## src/rtl/button_conditioner.sv

```systemverilog
// Debounces one raw active-low push button and turns it into a press strobe,
// optional auto-repeat strobes while held, and a clean held level.
module button_conditioner #(
    parameter int unsigned DEBOUNCE_CYC  = 1_000_000,
    parameter int unsigned REPEAT_DELAY  = 25_000_000,
    parameter int unsigned REPEAT_PERIOD = 12_500_000,
    parameter bit          REPEAT_EN     = 1'b1,
    parameter int unsigned CNT_W         = 26
) (
    input  logic clk,
    input  logic rst_n,
    input  logic butt_n,
    output logic pulse,
    output logic held,
    output logic repeat_active
);

    typedef enum logic [2:0] {
        IDLE     = 3'd0,
        PRESS_DB = 3'd1,
        HOLD     = 3'd2,
        REPEAT   = 3'd3,
        REL_DB   = 3'd4
    } state_t;

    localparam logic [CNT_W-1:0] DB_LAST = CNT_W'(DEBOUNCE_CYC - 1);
    localparam logic [CNT_W-1:0] RD_LAST = CNT_W'(REPEAT_DELAY - 1);
    localparam logic [CNT_W-1:0] RP_LAST = CNT_W'(REPEAT_PERIOD - 1);

    state_t           state, state_nx;
    logic [CNT_W-1:0] cnt, cnt_nx;
    logic             sync1, sync2;
    logic             pulse_nx, held_nx, repeat_nx;

    always_ff @(posedge clk) begin
        if (!rst_n) begin
            state         <= IDLE;
            cnt           <= '0;
            sync1         <= 1'b1;
            sync2         <= 1'b1;
            pulse         <= 1'b0;
            held          <= 1'b0;
            repeat_active <= 1'b0;
        end else begin
            state         <= state_nx;
            cnt           <= cnt_nx;
            sync1         <= butt_n;
            sync2         <= sync1;
            pulse         <= pulse_nx;
            held          <= held_nx;
            repeat_active <= repeat_nx;
        end
    end

    // The timer restarts from zero whenever the state changes.
    always_comb begin
        state_nx = state;
        cnt_nx   = cnt + 1'b1;
        case (state)
            IDLE: begin
                cnt_nx = '0;
                if (!sync2) state_nx = PRESS_DB;
            end
            PRESS_DB: begin
                if (sync2) begin
                    state_nx = IDLE;
                    cnt_nx   = '0;
                end else if (cnt == DB_LAST) begin
                    state_nx = HOLD;
                    cnt_nx   = '0;
                end
            end
            HOLD: begin
                if (sync2) begin
                    state_nx = REL_DB;
                    cnt_nx   = '0;
                end else if (cnt == RD_LAST) begin
                    if (REPEAT_EN) begin
                        state_nx = REPEAT;
                        cnt_nx   = '0;
                    end else begin
                        cnt_nx = cnt;
                    end
                end
            end
            REPEAT: begin
                if (sync2) begin
                    state_nx = REL_DB;
                    cnt_nx   = '0;
                end else if (cnt == RP_LAST) begin
                    cnt_nx = '0;
                end
            end
            REL_DB: begin
                if (!sync2) begin
                    state_nx = HOLD;
                    cnt_nx   = '0;
                end else if (cnt == DB_LAST) begin
                    state_nx = IDLE;
                    cnt_nx   = '0;
                end
            end
            default: begin
                state_nx = IDLE;
                cnt_nx   = '0;
            end
        endcase
    end

    // Outputs are registered copies of what the next state implies.
    always_comb begin
        held_nx   = (state_nx == HOLD) || (state_nx == REPEAT) || (state_nx == REL_DB);
        repeat_nx = (state_nx == REPEAT);
        pulse_nx  = ((state == PRESS_DB) && (state_nx == HOLD))
                 || ((state == HOLD) && (state_nx == REPEAT))
                 || ((state == REPEAT) && !sync2 && (cnt == RP_LAST));
    end

endmodule

```

## config.mk

```make
export PLATFORM = sky130hd
export DESIGN_NAME = button_conditioner
export DESIGN_NICKNAME = d
export VERILOG_FILES = /design/src/rtl/button_conditioner.sv
export SDC_FILE = /design/constraint.sdc
export NUM_CORES = 1
export LEC_CHECK = 0
export BUFFER_PORTS_ARGS = -buffer_cell sky130_fd_sc_hd__clkbuf_2
export CAP_MARGIN = 20
export CELL_PAD_IN_SITES_DETAIL_PLACEMENT = 1
export CELL_PAD_IN_SITES_GLOBAL_PLACEMENT = 2
export CORE_MARGIN = 5
export CORE_UTILIZATION = 42
export DETAILED_ROUTE_END_ITERATION = 8
export PLACE_DENSITY_LB_ADDON = 0.1
export SYNTH_ARGS = -nofsm -noshare
export SYNTH_HDL_FRONTEND = slang
export SYNTH_SLANG_ARGS = --single-unit
```

## constraint.sdc

```tcl
create_clock -name clk -period 6.5 [get_ports clk]
set_clock_uncertainty 0.15 [all_clocks]
set_input_delay 0.975 -clock clk [delete_from_list [all_inputs] [get_ports clk]]
set_output_delay 0.975 -clock clk [all_outputs]
set_load 0.05 [all_outputs]
```

# Yosys cells after proc, flatten, opt, wreduce, memory -nomap -nowiden
# Index checks and enable logic that the tools add are counted.
totals:
  ff_bits: 34
  input_bits: 3
  out_inout_bits: 3
  elab_cells: 45
op_classes:
  addsub: 1
  eq_ne: 10
  n_mux: 17
  reduce_logical: 10
ops:
  columns: ["op", "n"]
  rows:
  - ["$mux 26", 7]
  - ["$pmux 26 s4", 1]
  - ["$add 26x1->26 const B", 1]
  - ["$eq 26x20->1 const B", 1]
  - ["$eq 26x24->1 const B", 1]
  - ["$eq 26x25->1 const B", 1]
  - ["$mux 3", 8]
  - ["$pmux 3 s5", 1]
  - ["$eq 3x2->1 const B", 4]
  - ["$eq 3x3->1 const B", 2]
  - ["$logic_and 1x1->1", 4]
  - ["$logic_or 1x1->1", 4]
  - ["$eq 3x1->1 const B", 1]
  - ["$logic_not 3->1", 1]
  - ["$logic_not 1->1", 1]

# Depth between registers and ports, before layout
# Gate-level depths: netlist of run 1.
logic_depth:
  ltp_word: 8
  mapped_depth: 7
  depth_no_buf: 6

# Least setup slack after synthesis of run 1
# OpenSTA, ideal clock, no wires.
synth_timing:
  kind: "register to register"
  start: "register cnt[8]"
  end: "register cnt[25]"
  arrival_ps: 1837
  slack_ps: 4366
  stages_incl_launch_ff: 7
  n_path_buf: 1
  path_cell_list: "dfxtp_1 -> or4_4 -> nor4b_4 -> a21oi_2 -> a32oi_4 -> buf_8 -> a211oi_2"
synth_between:
  elab_chain_len: 4
synth_rtl:
  columns: ["item", "line", "rtl"]
  rows:
  - ["start, declared", "31", "logic [CNT_W-1:0] cnt, cnt_nx;"]
  - ["start signal, assigned", "46", "cnt <= cnt_nx;"]
  - ["$add 26x1->26, or another cell as far along", "58", "cnt_nx = cnt + 1'b1;"]
  - ["$mux 26, on equally long branches (2 in series)", null, null]
  - ["$pmux 26 s4 (*)", "59", "case (state)"]
# Every way passes the cells marked *; elsewhere a longest branch is shown, timed or not.
# A chain may end at the register's enable or synchronous reset.

# Worst setup path in the final report of run 1
layout_timing:
  start: "register cnt[8]"
  end: "register cnt[10]"
# The elaborated chain is that of the path after synthesis.

==> flow_summary.yaml, run 1 <==
global_routing:
  grt_max_degree: 27
  grt_pass1_vias: 1522
  grtUsageTotal_pct: 15.6
  grt-ovfl-total: 0
  antenna_found_initial: 0
  grt_pass1_wl_mm: 7.40
synth:
  ys_seq_area_share_pct: 36.4
  mappedNetlistNets: 199
  synth_edf_count: 0
  postSynthAreaPerCell_um2: 9.58
  synth_area_um2: 1870
  synth_common_cells: "34 x dfxtp_1, 22 x xnor2_1, 20 x a211oi_2"
  synth.distinct_cells: 44
  yosysTopAreaCell: "dfxtp_1"
  async_reset_ff_share_pct: 0
  synth_top_area_share_pct: 36.4
  ys_warn_count: 0
  syn-instance-count: 195
  ys_ff_latch: 34
  synthTopCellsByArea: "dfxtp_1 36%, a211oi_2 13%, xnor2_1 10%, nor3_1 3.2%, nand2_1 3.0%"
  ys.flop_type: "dfxtp_1"
  yosysMostFrequentCell: "dfxtp_1"
clocking:
  clock_tree.root_cell: "clkbuf_8"
  cts_resized: 0
  clockBufferDepth: 2
  cts_hold_buf: 0
  cts_tree: "yes"
  cts_setup_buffers: 0
  insertion_delay_ps: 290
  htree_levels: 2
  path_clk_slew_ps: 70
  numClockSinks: 34
  cts_inserted_buffers: 5
setup_path:
  path_buf_inv: 0
  r2r_cells: 5
  crit_type: "reg -> reg"
  cp-start-kind: "register"
  cp_top_family: "compound AO/OA/AOI/OAI gates"
  arrival_ps: 2810
  cpPeakStageDelay_ps: 890
  crit_cells: 5
  crit_chain: "or4_4 -> nor4b_4 -> a21oi_2 -> a32oi_4 -> a211oi_1"
  crit_required_ps: 6460
  crit_path_end_kind: "register"
  slowest_stage: "a32oi_4"
  cp_max_fo: 26
power_and_ir_drop:
  p_leak_nw: 0.519
  p_switching_w: 0.0000848
  p_int_w: 0.000296
  powerDensity_nw_per_um2: 189
  swShare_pct: 22.3
  pwr-share-comb_pct: 1.4
  peakVddDrop_mv: 0.144
  power.share.clock_pct: 43.6
  seqPwrFrac_pct: 55.1
place:
  io_buffers: 5
  place_hpwl_mm: 3.03
  place.gp.congestion: 0.769
  dp_slack_ps: 3660
drt:
  vias_per_cell: 5.68
  wl_mm: 4.32
  dr_total_vias: 1426
  drc_errors: 0
  routedWlPerCell_um: 17.2
  postRouteAntennaNets: 0
  drt_first_pass_iters: 4
  drt-initial-drc-count: 48
sta:
  relSlewSlack_pct: 23.3
  worst_pin_slew_ps: 1150
  drv_slew: 0
  finalHoldViolCount: 0
  setup_viol: 0
  max_freq_mhz: 350
  setup_tns_ps: 0
  fin_crit_sh_pct: 43.9
  rsz0062_at_grt: "false"
  final.setup.worst_slack_ps: 3650
  period_needed_ps: 2850
floorplanning:
  die-area_um2: 5880
  die_x_um: 76.7
  initial_core_util_pct: 43.2
  die_y_um: 76.7
  ios: 6
  rows: 24
  core_um2: 4320
run_status:
  status: "completed"
finish:
  multi_input_area_um2: 1090
  antenna_cells: 0
  fin_nets: 202
  seq_area_um2: 681
  drive_above_1_share_pct: 22.1
  areaGrowthSynthToFinish_pct: 7.90
  nFillCells: 514
min_path:
  hp-class: "reg -> reg"
  hold_depth: 1
run:
  maxCapViolCount: 0
[layout by cell type (no fill, tap or decap), drive strengths merged, types with 3 or more instances in the layout]
| master | synthesis | layout |
|---|---|---|
| nand2 | 15 | 15 |
| clkbuf | 5 | 12 |
| nor3 | 12 | 12 |
| dfxtp | 34 | 34 |
| nand2b | 4 | 4 |
| inv | 8 | 8 |
| nor2 | 13 | 13 |
| or4 | 3 | 3 |
| nand3 | 8 | 8 |
| xor2 | 3 | 3 |
| and3 | 3 | 3 |
| xnor2 | 22 | 22 |
| a21oi | 3 | 3 |
| nor4 | 3 | 3 |
| nand4 | 5 | 5 |
| a211oi | 25 | 25 |
[power by group through the flow]
stage / logic (W) / clock network (W) / registers, W
final: 0.00000518 / 0.000166 / 0.000210
after global routing: 0.00000569 / 0.000181 / 0.000210
after CTS: 0.00000532 / 0.000170 / 0.000210
after detailed placement: 0.00000527 / 0 / 0.000215
after global placement: 0.00000487 / 0 / 0.000215
after floorplan: 0.00000373 / 0 / 0.000214
[cell type report]
type                            instances  area share [%]
Clock buffer                            7            4.28
Inverter                                8            1.49
Sequential cell                        34            33.8
Clock inverter                          1           0.248
Tap cell                               52            3.23
Timing Repair Buffer                    7            2.98
Multi-Input combinational cell        142            54.0
[metrics by stage]
step | power, W | cell area (µm²) | instances | hold slack [ps] | util, %
after floorplan | 0.000218 | 1870 | 195 | 236 | -
after global placement | 0.000219 | 1900 | 242 | 253 | 43.9
after detailed placement | 0.000220 | 1920 | 243 | 261 | 44.5
after CTS | 0.000385 | 2020 | 251 | 293 | 46.6
after global routing | 0.000396 | 2020 | 251 | 299 | 46.6
final | 0.000381 | 2020 | 251 | 287 | 46.6
[routing by layer]
metal  up-vias  wire length [µm]  track usage, %
met2        18              2060            24.9
met5         -                 0               0
li1        712                 -               -
met3         9               107            3.86
met1       687              2030            19.3
met4         0               117            8.04
[registers in the layout, summed over array words and instances, names as in the netlist]
name	cells
sync1	1
state	3
pulse	1
cnt	26
sync2	1
held	1
repeat_active	1
[worst reg2reg max path, cell delays in order, from the launching register on]
cell	delay (ps)
dfxtp_1	360
or4_4	590
nor4b_4	360
a21oi_2	120
a32oi_4	890
a211oi_1	210
[path summary, 6_finish.rpt]
check / startpoint / end / slack [ps]
hold / removal: sync1 / sync2 / 290
hold reg to reg: sync1 / sync2 / 290
setup / recovery: cnt[8] / cnt[10] / 3650
setup reg to reg: cnt[8] / cnt[10] / 3650
[kinds of logic (layout without fill, tap and decap cells)]
family                   after synthesis  after routing  synth area share (%)
AO/OA/AOI/OAI                         39             39                  22.4
flip-flops                            34             34                  36.4
adder cells (fa/ha/maj)                1              1                 0.670
XOR/XNOR                              25             25                  11.7
AND/OR/NAND/NOR                       77             77                  23.5
buffers and inverters                 19             23                  5.29
No activity file was read; power rests on OpenSTA's default activity.
==> inputs of run 2 (changes only) <==
- CORE_UTILIZATION: 42 -> 39
- clock period: 6.5 -> 2.66 ns (I/O delays scaled with it)
==> flow_summary.yaml, run 2 (synthesis results as in run 1) <==
run_status:
  status: "completed"
clocking:
  clock_tree.root_cell: "clkbuf_8"
  path_clk_slew_ps: 70
  insertion_delay_ps: 290
  clockBufferDepth: 2
  cts_inserted_buffers: 5
  htree_levels: 2
  numClockSinks: 34
  cts_tree: "yes"
  cts_setup_buffers: 0
  cts_resized: 0
  cts_hold_buf: 0
floorplanning:
  die-area_um2: 6270
  core_um2: 4690
  die_y_um: 79.2
  rows: 25
  die_x_um: 79.2
  initial_core_util_pct: 39.8
  ios: 6
sta:
  period_needed_ps: 2310
  fin_crit_sh_pct: 86.9
  max_freq_mhz: 433
  drv_slew: 0
  rsz0062_at_grt: "false"
  worst_pin_slew_ps: 468
  setup_viol: 0
  relSlewSlack_pct: 68.5
  setup_tns_ps: 0
  finalHoldViolCount: 0
drt:
  drt-initial-drc-count: 60
  drt_first_pass_iters: 4
  postRouteAntennaNets: 0
  routedWlPerCell_um: 17.1
  dr_total_vias: 1464
  drc_errors: 0
  wl_mm: 4.38
  vias_per_cell: 5.70
finish:
  reg_top3: "cnt x26, state x3"
  final_common_cell: "dfxtp_1"
  top_register: "cnt"
  drive_above_1_share_pct: 23.2
  fin_nets: 206
  antenna_cells: 0
  nFillCells: 550
  areaGrowthSynthToFinish_pct: 9.38
  largest_reg_flops: 26
  mostFrequentLayoutCells: "34 x dfxtp_1, 22 x xnor2_1, 20 x a211oi_2, 15 x nand2_1, 13 x nor2_1"
setup_path:
  arrival_ps: 2320
  crit_type: "reg -> reg"
  r2r_cells: 6
  cp-start-kind: "register"
  cp_top_family: "simple AND/OR/NAND/NOR gates"
  crit_chain: "ha_1 -> nand3_2 -> or4_1 -> nor3_1 -> xnor2_1 -> a211oi_2"
  cp_max_fo: 7
  path_buf_inv: 0
  crit_required_ps: 2670
  crit_cells: 6
  slowest_stage: "or4_1"
  worstReg2RegStart: "cnt[0]"
  crit_path_end_kind: "register"
  r2r_slack_ps: 350
  cpPeakStageDelay_ps: 720
  timing.rr.end: "cnt[16]"
place:
  place_hpwl_mm: 3.22
  place.gp.congestion: 0.803
  io_buffers: 5
global_routing:
  grt_max_degree: 26
  antenna_found_initial: 0
  grt_pass1_vias: 1507
  grtUsageTotal_pct: 15.5
  grt-ovfl-total: 0
  grt_pass1_wl_mm: 7.62
power_and_ir_drop:
  power_w: 0.000991
  peakVddDrop_mv: 0.279
  p_leak_nw: 0.530
  powerDensity_nw_per_um2: 485
run:
  maxCapViolCount: 0
min_path:
  hold_depth: 2
  hp-class: "in -> reg"
  min_delay_worst_endpoint: "sync1"
  min-delay-start: "butt_n"
run 2: power breakdown:
part | leakage, nW | internal [W] | total [W] | switching, W
sequential | 0.274 | 0.000511 | 0.000513 | 0.00000192
clock | 0.0524 | 0.000280 | 0.000466 | 0.000186
combinational | 0.203 | 0.00000390 | 0.0000124 | 0.00000853
total | 0.530 | 0.000795 | 0.000991 | 0.000196
run 2: how the worst max path moves through the flow:
| stage | startpoint | end | slack (ps) |
|---|---|---|---|
| 2_1_floorplan | cnt[8] | cnt[25] | 530 |
| 3_3_place_gp | cnt[0] | cnt[16] | 350 |
| 3_5_place_dp | cnt[0] | cnt[24] | 320 |
| 4_1_cts | cnt[0] | cnt[24] | 330 |
| 5_1_grt | cnt[0] | cnt[24] | 200 |
| 6_report | cnt[0] | cnt[16] | 350 |
run 2: stage by stage:
step	setup slack [ps]	cells	cell area [µm²]	hold WS [ps]	util, %
6_report	350	257	2040	144	43.5
5_1_grt	203	257	2040	160	43.5
4_1_cts	326	257	2040	132	43.5
3_5_place_dp	324	249	1940	254	41.3
3_3_place_gp	347	249	1940	248	41.3
2_1_floorplan	526	195	1870	236	-
run 2: metal layers:
metal / vias to the layer above / wire length [µm] / track usage [%]
met5: - / 0 / 0
met4: 0 / 86 / 5.84
met3: 10 / 108 / 3.40
met2: 18 / 2020 / 24.9
met1: 713 / 2170 / 20.1
li1: 723 / - / -
run 2: worst register-to-register path: stages, from the launching register on:
cell	delay, ps
dfxtp_1	400
ha_1	220
nand3_2	210
or4_1	720
nor3_1	250
xnor2_1	180
a211oi_2	50
run 2: layout make-up:
class / instances / area (µm²) / area share (%)
multi-input combinational: 142 / 1090 / 53.3
timing repair buffer: 11 / 70.1 / 3.43
clock buffer: 7 / 76.3 / 3.74
sequential: 34 / 681 / 33.3
tap: 54 / 67.6 / 3.31
clock inverter: 1 / 30.0 / 1.47
inverter: 8 / 30.0 / 1.47
